[src/rtl/dmem_arbiter.sv]
// Round-robin arbiter and IDLE/ACCESS/RESP sequencer that shares the single-port
// data memory between the MEM-stage port (A) and the loader/DMA port (B).
module dmem_arbiter #(
   parameter int ADDR_W   = 64,
   parameter int DATA_W   = 64,
   parameter int MAX_LOCK = 4
) (
   input  logic              clk,
   input  logic              reset,
   input  logic              req_a,
   input  logic              we_a,
   input  logic [ADDR_W-1:0] addr_a,
   input  logic [DATA_W-1:0] wdata_a,
   input  logic              req_b,
   input  logic              we_b,
   input  logic [ADDR_W-1:0] addr_b,
   input  logic [DATA_W-1:0] wdata_b,
   input  logic              lock_b,
   output logic              ack_a,
   output logic              err_a,
   output logic [DATA_W-1:0] rdata_a,
   output logic              ack_b,
   output logic              err_b,
   output logic [DATA_W-1:0] rdata_b,
   input  logic [31:0]       mem_rdata,
   output logic [ADDR_W-1:0] mem_addr,
   output logic [DATA_W-1:0] mem_wdata,
   output logic              mem_write,
   output logic              mem_read
);

   // state    | meaning
   // S_IDLE   | waiting for a request; grant and latch the winning access
   // S_ACCESS | strobes driven for one cycle; read data captured at its end
   // S_RESP   | owner's ack/err pulse; rr and lock counter updated
   typedef enum logic [1:0] {S_IDLE, S_ACCESS, S_RESP} state_t;

   state_t              state_q, state_d;
   logic                owner_q, owner_d;     // 0 = A, 1 = B
   logic                rr_q, rr_d;           // preferred port on contention
   logic [3:0]          lock_cnt_q, lock_cnt_d;
   logic                we_q, we_d;
   logic [ADDR_W-1:0]   addr_q, addr_d;
   logic [DATA_W-1:0]   wdata_q, wdata_d;
   logic [DATA_W-1:0]   rdata_a_q, rdata_a_d;
   logic [DATA_W-1:0]   rdata_b_q, rdata_b_d;

   logic aligned;
   logic grant_b;

   assign aligned = (addr_q[1:0] == 2'b00);

   // B keeps ownership while its lock is honoured, otherwise rr breaks ties
   assign grant_b = req_b &
                    (!req_a |
                     (owner_q & lock_b & (lock_cnt_q < 4'(MAX_LOCK))) |
                     rr_q);

   always_comb begin
      state_d    = state_q;
      owner_d    = owner_q;
      rr_d       = rr_q;
      lock_cnt_d = lock_cnt_q;
      we_d       = we_q;
      addr_d     = addr_q;
      wdata_d    = wdata_q;
      rdata_a_d  = rdata_a_q;
      rdata_b_d  = rdata_b_q;
      case (state_q)
         S_IDLE: begin
            if (req_a || req_b) begin
               owner_d = grant_b;
               we_d    = grant_b ? we_b    : we_a;
               addr_d  = grant_b ? addr_b  : addr_a;
               wdata_d = grant_b ? wdata_b : wdata_a;
               state_d = S_ACCESS;
            end
         end
         S_ACCESS: begin
            if (!we_q && aligned) begin
               if (owner_q) rdata_b_d = {{(DATA_W-32){1'b0}}, mem_rdata};
               else         rdata_a_d = {{(DATA_W-32){1'b0}}, mem_rdata};
            end
            state_d = S_RESP;
         end
         S_RESP: begin
            rr_d       = !owner_q;
            lock_cnt_d = (owner_q && lock_b && req_a) ? lock_cnt_q + 4'd1 : 4'd0;
            state_d    = S_IDLE;
         end
         default: state_d = S_IDLE;
      endcase
   end

   always_ff @(posedge clk) begin
      if (reset) begin
         state_q    <= S_IDLE;
         owner_q    <= 1'b0;
         rr_q       <= 1'b0;
         lock_cnt_q <= 4'd0;
         we_q       <= 1'b0;
         addr_q     <= '0;
         wdata_q    <= '0;
         rdata_a_q  <= '0;
         rdata_b_q  <= '0;
      end else begin
         state_q    <= state_d;
         owner_q    <= owner_d;
         rr_q       <= rr_d;
         lock_cnt_q <= lock_cnt_d;
         we_q       <= we_d;
         addr_q     <= addr_d;
         wdata_q    <= wdata_d;
         rdata_a_q  <= rdata_a_d;
         rdata_b_q  <= rdata_b_d;
      end
   end

   assign mem_addr  = addr_q;
   assign mem_wdata = wdata_q;
   assign mem_write = (state_q == S_ACCESS) &&  we_q && aligned;
   assign mem_read  = (state_q == S_ACCESS) && !we_q && aligned;

   assign ack_a   = (state_q == S_RESP) && !owner_q;
   assign ack_b   = (state_q == S_RESP) &&  owner_q;
   assign err_a   = ack_a && !aligned;
   assign err_b   = ack_b && !aligned;
   assign rdata_a = rdata_a_q;
   assign rdata_b = rdata_b_q;

endmodule
[config.mk]
export PLATFORM = sky130hd
export DESIGN_NAME = dmem_arbiter
export DESIGN_NICKNAME = d
export VERILOG_FILES = /design/src/rtl/dmem_arbiter.sv
export SDC_FILE = /design/constraint.sdc
export NUM_CORES = 1
export LEC_CHECK = 0
export CAP_MARGIN = 40
export CORE_AREA = 5 5 212 214
export DETAILED_ROUTE_END_ITERATION = 10
export DIE_AREA = 0 0 217 219
export PLACE_DENSITY = 0.54
export SLEW_MARGIN = 30
export SYNTH_ARGS = -nofsm -noshare
export SYNTH_HDL_FRONTEND = slang
export SYNTH_SLANG_ARGS = --single-unit
[constraint.sdc]
create_clock -name clk -period 2.9 [get_ports clk]
set_clock_uncertainty 0.2 [all_clocks]
set_input_delay 0.58 -clock clk [delete_from_list [all_inputs] [get_ports clk]]
set_output_delay 0.58 -clock clk [all_outputs]
set_load 0.005 [all_outputs]
==> results_dict.tcl <==
set metrics [dict create \
    drive_above_1_share_pct 7.49 \
    status "finished clean" \
    synthTopCellsByCount "dfxtp_1, nor2_1, nand2_1" \
    ant_nets 0 \
    clkLatencyLatePin_ns 0.53 \
    vias_per_cell 4.89 \
    port_buffers 492 \
    synth_flop_cell "dfxtp_1" \
    clkTransAtPathRegs_ns 0.06 \
    num_rows 76 \
    reg2reg_to "rdata_b[19]$_SDFFE_PP0P_" \
    rsz0062_at_grt "false" \
    grt_pass1_wl_um 66600 \
    nets 2003 \
    critPathArrivalTime_ns 2.00 \
    synth-seq-area-share_pct 40.4 \
    syn_inst 1280 \
    fin_crit_ns 2.78 \
    tightest_slew_ns 0.715 \
    syn_avg_cell_area_um2 7.78 \
    required_ns 2.12 \
    post-route-cell-area_mm2 0.0162 \
    r2r_start "mem_addr[0]$_SDFFE_PP0P_" \
    grt_pass1_vias 10900 \
    yosys-top-cells-area "dfxtp_1, and3_1, o22ai_1" \
    hold_violations 0 \
    yosysUniqueCellTypes 35 \
    finish.utilization_pct 37.9 \
    initial_core_util_pct 23.3 \
    min_period_over_period_pct 95.9 \
    tritoncts "yes" \
    drc_errors 0 \
    min_path_type "register to register" \
    areaGrowthSynthToFinish_pct 62.5 \
    crit_type "register to output pin" \
    num_io_pins 557 \
    grt_max_degree 130 \
    fp.dieH_um 219 \
    vias 11100 \
    synth_area_mm2 0.00996 \
    cts_sinks 201 \
    synth_most_common_cell "dfxtp_1" \
    total_power_uw 8800 \
    htree_levels 1 \
    fmaxAchievable_mhz 360 \
    postRouteWirelength_um 44600 \
    coreArea_mm2 0.0427 \
    dpl_cell_area_mm2 0.0153 \
    netlist.area_leader.share_pct 40.4 \
    dpl.hpwl_um 31300 \
    slew-limit-headroom_pct 52.3 \
    p_leak_uw 0.00614 \
    cts_made_buffers 25 \
    fin_setup_tns_ns 0 \
    antenna_found_initial 1 \
    cap_violations 0 \
    yosysTopAreaCell "dfxtp_1" \
    nFillCells 4377 \
    drv_slew 0 \
    ys_async_sr_fraction_pct 0 \
    r2r_cells 5 \
    powerDensity_mw_per_mm2 544 \
    ys_ff_latch 201 \
    yosys_warnings 0 \
    crit_path_max_fanout 5 \
    gp_congestion 0.828 \
    hold_end "rdata_b[6]$_SDFFE_PP0P_" \
    drt_iter0_drc 584 \
    synth_edf_count 0 \
    min_path_cells 2 \
    ir_worst_vdd_v 0.000273 \
    grt_overflow_total 0 \
    clock_path_buffers 3 \
    reg2reg_slack_ns 0.79 \
    grt_use_total_pct 17.5 \
    routedWlPerCell_um 19.7 \
    start_kind "register" \
    firstDrtPassIters 5 \
    end_kind "output pin" \
    worstHoldStart "rdata_b[6]$_SDFFE_PP0P_" \
    cts-root-buf "clkbuf_16" \
    die-area_mm2 0.0475 \
    setup_viol 0 \
    die_w_um 217 \
]
==> critical path, stage by stage, from the launching register on <==
cell             delay, ns
dfxtp_2               0.38
nor2b_1               0.18
and2_2                0.23
nor2b_1               0.14
clkdlybuf4s50_1       0.55
==> worst max path at each step <==
stage,start,end,slack [ns],cells past startpoint
floorplan,req_b,mem_addr[5]$_SDFFE_PP0P_,0.90,6
global placement,lock_b,mem_wdata[62]$_SDFFE_PP0P_,0.28,6
detailed placement,req_a,mem_wdata[63]$_SDFFE_PP0P_,0.22,7
CTS,state_q[1]$_SDFFE_PP0P_,err_b,0.005,4
global route,state_q[1]$_SDFFE_PP0P_,err_b,0.001,4
finish,state_q[1]$_SDFFE_PP0P_,err_b,0.12,4
==> registers in the layout, summed over array words and instances (netlist names) <==
| signal | count |
|---|---|
| we_q | 1 |
| rr_q | 1 |
| state_q | 2 |
| mem_wdata | 64 |
| lock_cnt_q | 4 |
| owner_q | 1 |
| rdata_b | 32 |
| mem_addr | 64 |
| rdata_a | 32 |
==> cells by family after synthesis <==
group | synth area share, %
AO/OA/AOI/OAI | 12.0
XOR/XNOR | 0.264
adder cells (fa/ha/maj) | 0.126
buffers and inverters | 11.1
flip-flops | 40.4
other | 0.0377
AND/OR/NAND/NOR | 36.1
==> stage by stage <==
| stage | instances | hold slack (ns) | worst slack [ns] |
|---|---|---|---|
| after floorplan | 1343 | 0.253 | 0.898 |
| after global placement | 2226 | 0.242 | 0.277 |
| after detailed placement | 2226 | 0.246 | 0.219 |
| after CTS | 2269 | 0.253 | 0.00529 |
| after global routing | 2270 | 0.267 | 0.00113 |
| final | 2270 | 0.252 | 0.119 |
==> routing by layer <==
layer  track usage [%]  routed length, um  vias up
met2              29.2              21100      472
met5                 0                  0        -
met3              5.27               3980       48
met1              22.4              18600     5233
li1                  -                  -     5345
met4              4.11                943        0
==> area by class of cell <==
type	count	area, um^2	area share [%]
diodes	1	2.50	0.0155
clock buffers	37	741	4.58
clock inverters	6	130	0.805
inverters	2	10.0	0.0619
multi-input cells	940	5120	31.7
flip-flops and latches	201	4030	24.9
well taps	546	683	4.22
repair buffers	537	5460	33.8
==> cells in the final DEF, fill, tap and decap left out, types with 5 or more instances in the layout <==
cell / n
a21oi_1: 65
and3_1: 129
buf_12: 16
buf_4: 29
clkbuf_1: 5
clkbuf_16: 25
clkbuf_8: 7
clkdlybuf4s50_1: 488
conb_1: 64
dfxtp_1: 198
nand2_1: 132
nor2_1: 136
nor3_1: 131
nor4_1: 97
nor4_2: 32
o22ai_1: 129
==> power breakdown <==
part	leakage (uW)	total [uW]	internal (uW)	switching, uW
Sequential	0.00166	3180	3020	160
Combinational	0.00405	2270	1210	1050
Clock	0.000429	3360	2100	1250
Total	0.00614	8800	6340	2470
==> repair_timing <==
action,in CTS,in global routing
buffers inserted,0,0
hold buffers,0,0
endpoints found under the setup margin,4,1
cloned,0,0
resized for setup,6,1
(Power assumes the default switching activity.)
==> patch 1 (same settings) <==
The parameter `DATA_W` goes from 64 to 32.
--- a/src/rtl/dmem_arbiter.sv
+++ b/src/rtl/dmem_arbiter.sv
@@ -2,7 +2,7 @@
 // data memory between the MEM-stage port (A) and the loader/DMA port (B).
 module dmem_arbiter #(
    parameter int ADDR_W   = 64,
-   parameter int DATA_W   = 64,
+   parameter int DATA_W   = 32,
    parameter int MAX_LOCK = 4
 ) (
    input  logic              clk,
Interface: changed (5 resized); port bits go from 557 to 397. The function was not compared with the original's and may differ.
==> patch 1 against the original RTL <==
Sequential cell count down 32. First-iteration DRC count down 12%. Cell area fell by 21%. Wire length fell by 23%. Area after synthesis is 24% lower. Sequential share of layout area up 1.6 points. Worst setup slack better by 120 ps. Total power fell by 24%.
==> patch 1: results (changes against the original RTL) <==
Status:
- Status: finished clean (unchanged).

Synth:
- Top post-synthesis cells by count: 169 x sky130_fd_sc_hd__dfxtp_1, 132 x sky130_fd_sc_hd__nand2_1, 104 x sky130_fd_sc_hd__nor2_1, 99 x sky130_fd_sc_hd__nor3_1 (was 201 x sky130_fd_sc_hd__dfxtp_1, 137 x sky130_fd_sc_hd__nor2_1, 132 x sky130_fd_sc_hd__nand2_1, 131 x sky130_fd_sc_hd__nor3_1).
- The fraction of the yosys area taken by sequential cells is 0.445 (was 0.404).
- The number of unique standard cell types used by synthesis is 36 (was 35).
- Dominant cells by area after synthesis: sky130_fd_sc_hd__dfxtp_1 45%, sky130_fd_sc_hd__and3_1 8.0%, sky130_fd_sc_hd__nor4_1 8.0%, sky130_fd_sc_hd__o22ai_1 8.0%, sky130_fd_sc_hd__nand2_1 6.5% (was sky130_fd_sc_hd__dfxtp_1 40%, sky130_fd_sc_hd__and3_1 8.1%, sky130_fd_sc_hd__o22ai_1 8.1%, sky130_fd_sc_hd__nor3_1 6.6%, sky130_fd_sc_hd__nor4_1 6.1%).

Worst hold path:
- The path type of the worst min-delay path is flop to flop (unchanged).

Global route:
- The number of global-route vias before repair is 8678 (was 10.9k).
- The overall global routing resource usage is 0.140 (was 0.175).
- The global-route wire length before repair is 51700 um (was 66600 um).
- The met3 usage in global routing is 0.0544 (was 0.0527).
- The initial antenna violation count is 3 (was 1).
- The pin count of the biggest net entering global routing is 70 (was 130).
- The met2 global-route usage was 0.218 (was 0.292).
- The fraction of met1 tracks used by global routing is 0.170 (was 0.224).

Place:
- The post-DP HPWL was 23400 um (was 31300 um).
- The post-placement setup slack is 142 ps (was 219 ps).
- The count of input and output buffers is 396 (was 492).
- The routability congestion estimate is 0.790 (was 0.828).

Setup path:
- The worst stage delay on the critical path is 530 ps (was 550 ps).
- The endpoint arrival time on the critical path is 1880 ps (was 2000 ps).

Drt:
- The total number of vias is 8760 (was 11.1k).
- The initial DRC count is 516 (was 584).
- The total detailed-routing wirelength came to 34200 um (was 44600 um).

Timing:
- The actual transition at the worst max-transition pin came to 503 ps (was 715 ps).

Clocking:
- The clock tree buffer depth is 2 (was 3).
- The H-tree depth reported by CTS came to 4 (was 1).
- The number of buffers created by CTS is 17 (was 25).
- The clock latency at the later pin of the worst-skew pair is 470 ps (was 530 ps).

Layout:
- The fill cell total of the finished layout is 4556 (was 4377).
- The share of post-route cells with drive strength above 1 is 0.0515 (was 0.0749).
- The number of nets in the finished design was 1560 (was 2003).

Pwr:
- The maximum vdd ir drop was 0.404 mV (was 0.273 mV).
- The leakage power figure came to 0.00467 uW (was 0.00614 uW).
[patch 1: layout make-up]
class                           count  share of cell area
Antenna cell                        1            0.000196
Clock buffer                       19              0.0347
Clock inverter                     13              0.0113
Inverter                            2            0.000686
Multi-Input combinational cell    716               0.298
Sequential cell                   169               0.265
Tap cell                          546              0.0535
Timing Repair Buffer              422               0.337
[patch 1: kinds of logic after synthesis]
family,count (synthesis),synth area share
adder cells (fa/ha/maj),1,0.00165
flip-flops,169,0.445
AO/OA/AOI/OAI,168,0.130
buffers and inverters,109,0.0632
AND/OR/NAND/NOR,544,0.357
XOR/XNOR,3,0.00346
[patch 1: power breakdown]
group	internal [uW]	switching [uW]
Clock	1300	1060
Combinational	921	784
Sequential	2520	118
[patch 1: worst min-delay path: cells and delay by family, from the launching register on]
kind,cells,cell delay (ps)
flops,1,310
compound gates,1,50
simple gates,1,50
[patch 1: worst paths after layout]
| kind | cells past startpoint | start | slack [ps] | to |
|---|---|---|---|---|
| worst max-delay path | 4 | state_q[0]$_SDFFE_PP0P_ | 240 | err_b |
| worst min-delay path | 2 | rdata_a[31]$_SDFFE_PP0P_ | 250 | rdata_a[31]$_SDFFE_PP0P_ |
| worst max register to register | 5 | state_q[0]$_SDFFE_PP0P_ | 780 | rdata_b[8]$_SDFFE_PP0P_ |
| worst min register to register | 2 | rdata_a[31]$_SDFFE_PP0P_ | 250 | rdata_a[31]$_SDFFE_PP0P_ |
[patch 1: per-layer routing]
metal	vias up	share of wire
li1	4260	-
met4	4	0.035
met2	358	0.46
met1	4073	0.42
met5	-	0.00076
met3	65	0.085
[patch 1: metrics by stage]
stage,util,hold WS [ps],total power [uW],area (um2),std cells
after floorplan,-,253,3360,7600,994
after global placement,0.285,240,4400,12200,1855
after detailed placement,0.285,246,4410,12200,1855
after CTS,0.299,255,6850,12800,1887
after global routing,0.299,271,7090,12800,1888
final,0.299,253,6710,12800,1888
[patch 1: repair_timing]
action	CTS	global route
endpoints found under the hold margin	0	0
setup endpoints to repair	3	1
resized for setup	3	1
==> patch 2 (same flow settings) <==
Made on the original files. `rdata_b_q` no longer has a reset.
--- a/src/rtl/dmem_arbiter.sv
+++ b/src/rtl/dmem_arbiter.sv
@@ -102,7 +102,6 @@
          addr_q     <= '0;
          wdata_q    <= '0;
          rdata_a_q  <= '0;
-         rdata_b_q  <= '0;
       end else begin
          state_q    <= state_d;
          owner_q    <= owner_d;
@@ -112,8 +111,11 @@
          addr_q     <= addr_d;
          wdata_q    <= wdata_d;
          rdata_a_q  <= rdata_a_d;
-         rdata_b_q  <= rdata_b_d;
       end
+   end
+
+   always_ff @(posedge clk) begin
+      rdata_b_q <= rdata_b_d;
    end
 
    assign mem_addr  = addr_q;
Function: differs if reset is asserted again (counterexample within 4 cycles, from zero or initial values and one cycle with reset high); with reset held inactive, the same outputs for 4 cycles.
==> patch 2 against the original RTL <==
First-iteration DRC count down 4.8%. Sequential share of layout area up 1.6 points. Area after synthesis increased by 4.2%. Total power decreased by 0.20%. Register-to-register slack about the same. Wire length is 0.80% lower. Die area unchanged. Cell area rose by 1.2%. Final cell count fell by 4.3%. Sequential cell count is the same. Worst setup slack better by 41 ps. Via count down 4.4%.
==> patch 2: results (changes against the original RTL) <==
Timing:
- The max-slew headroom at the worst pin came to 0.505 (was 0.523).

Pwr:
- The proportion of total power due to net switching is 0.286 (was 0.280).
- The fraction of power consumed by the clock network is 0.364 (was 0.381).
- The reported sequential group power is 3240 uW (was 3180 uW).
- The maximum vdd ir drop came to 0.296 mV (was 0.273 mV).
- The leakage power figure came to 0.00614 uW (about the same).

Global route:
- The pin count of the biggest net entering global routing is 77 (was 130).
- The met2 global-route usage came to 0.289 (was 0.292).
- The global-route wire length before repair is 65000 um (was 66600 um).
- The met3 usage in global routing was 0.0579 (was 0.0527).
- The number of global-route vias before repair is 10.6k (was 10.9k).
- The overall global routing resource usage is 0.171 (was 0.175).
- The initial antenna violation count is 3 (was 1).

Layout:
- The fill cell total of the finished layout is 4269 (was 4377).
- The share of post-route cells with drive strength above 1 was 0.116 (was 0.0749).
- The count of non-filler cells in the finished layout is 2172 (was 2270).
- The total inserted antenna cells is 0 (was 1).
- The number of nets in the finished design is 1903 (was 2003).

Setup path:
- The endpoint arrival time on the critical path is 1960 ps (was 2000 ps).
- The cell depth of the worst flop-to-flop path is 6 (was 5).
- The end of the worst register-to-register path is mem_wdata[3]$_SDFFE_PP0P_ (was rdata_b[19]$_SDFFE_PP0P_).
- The critical register-to-register path startpoint is owner_q$_SDFFE_PP0P_ (was mem_addr[0]$_SDFFE_PP0P_).

Synth:
- The number of enable flip-flop cells after synthesis was 32 (was 0).
- Dominant cells by area after synthesis: sky130_fd_sc_hd__dfxtp_1 33%, sky130_fd_sc_hd__nor4_2 12%, sky130_fd_sc_hd__edfxtp_1 9.3%, sky130_fd_sc_hd__and3_1 7.9%, sky130_fd_sc_hd__o22ai_1 7.8% (was sky130_fd_sc_hd__dfxtp_1 40%, sky130_fd_sc_hd__and3_1 8.1%, sky130_fd_sc_hd__o22ai_1 8.1%, sky130_fd_sc_hd__nor3_1 6.6%, sky130_fd_sc_hd__nor4_1 6.1%).
- The mean post-synth cell area is 8.85 um2 (was 7.78 um2).
- The number of unique standard cell types used by synthesis is 34 (was 35).
- The fraction of the yosys area taken by sequential cells is 0.419 (was 0.404).

Place:
- The placed instance count came to 2126 (was 2226).
- The routability congestion estimate is 0.826 (was 0.828).
- The post-DP HPWL is 31200 um (was 31300 um).

Drt:
- The number of vias per cell came to 4.88 (was 4.89).
- The average detailed-routed wire length per instance is 20.4 um (was 19.7 um).
- The initial DRC count is 556 (was 584).

Status:
- Status: finished clean (unchanged).

Worst hold path:
- The endpoint of the worst hold-timing path is rdata_a[24]$_SDFFE_PP0P_ (was rdata_b[6]$_SDFFE_PP0P_).
- The start point of the worst hold path is rdata_a[24]$_SDFFE_PP0P_ (was rdata_b[6]$_SDFFE_PP0P_).

Clocking:
- The H-tree depth reported by CTS came to 1 (unchanged).
[patch 2: cell count changes after synthesis, moves of 16 or more]
cell | before | now
sky130_fd_sc_hd__nor4_1 | 97 | 28
sky130_fd_sc_hd__dfxtp_1 | 201 | 169
sky130_fd_sc_hd__a21oi_1 | 65 | 33
sky130_fd_sc_hd__nor4_2 | 33 | 101
sky130_fd_sc_hd__clkbuf_1 | 86 | 70
sky130_fd_sc_hd__edfxtp_1 | 0 | 32
sky130_fd_sc_hd__nand2_1 | 132 | 68
[patch 2: layout make-up]
cell class,count,area [um2],share of cell area
clock buffers,37,701,0.0428
clock inverters,9,126,0.00772
inverters,2,10.0,0.000611
multi-input cells,845,5120,0.313
flip-flops and latches,201,4350,0.265
well taps,546,683,0.0417
repair buffers,532,5390,0.329
[patch 2: critical path, stage by stage, from the launching register on]
cell and delay (ps):
sky130_fd_sc_hd__dfxtp_1 400, sky130_fd_sc_hd__nor2b_2 240, sky130_fd_sc_hd__nand2_1 70, sky130_fd_sc_hd__nor2_1 150, sky130_fd_sc_hd__clkdlybuf4s50_1 560
[patch 2: kinds of logic (layout without fill, tap and decap cells)]
family,after synthesis,count (layout),share of synthesized area
AND/OR/NAND/NOR,609,609,0.362
flip-flops,201,201,0.419
buffers and inverters,189,580,0.115
AO/OA/AOI/OAI,168,168,0.0998
XOR/XNOR,3,3,0.00253
adder cells (fa/ha/maj),1,1,0.00121
other,1,64,0.000362
[patch 2: layer usage]
layer | up-vias | part of all wire
met5 | - | 0.00045
met4 | 2 | 0.023
met3 | 50 | 0.095
met2 | 478 | 0.48
met1 | 5031 | 0.41
li1 | 5048 | -
[patch 2: per-stage QoR]
stage                     setup slack (ps)  area [um2]  hold WS [ps]   util  total power [uW]
final                                  160       16400           253  0.384              8790
after global routing                  34.7       16400           269  0.384              9200
after CTS                             8.90       16400           254  0.383              8920
after detailed placement               166       15500           246  0.364              5660
after global placement                 246       15500           243  0.364              5640
after floorplan                        719       10600           253      -              4420
[patch 2: how the worst max path moves through the flow]
stage | slack (ps) | from | endpoint | depth (start not counted)
after global routing | 30 | state_q[0]$_SDFFE_PP0P_ | mem_read | 4
after detailed placement | 170 | req_a | mem_wdata[28]$_SDFFE_PP0P_ | 6
after CTS | 9 | mem_addr[0]$_SDFFE_PP0P_ | mem_read | 4
final | 160 | state_q[0]$_SDFFE_PP0P_ | mem_read | 4
after floorplan | 720 | state_q[0]$_SDFFE_PP0P_ | rdata_b[0]$_DFFE_PP_ | 4
after global placement | 250 | lock_b | mem_wdata[52]$_SDFFE_PP0P_ | 7
[patch 2: repair_timing]
action	CTS	global route
gates cloned	0	0
gates resized for setup	3	3
endpoints found under the setup margin	3	3
buffers inserted	0	0
pin swaps	0	0
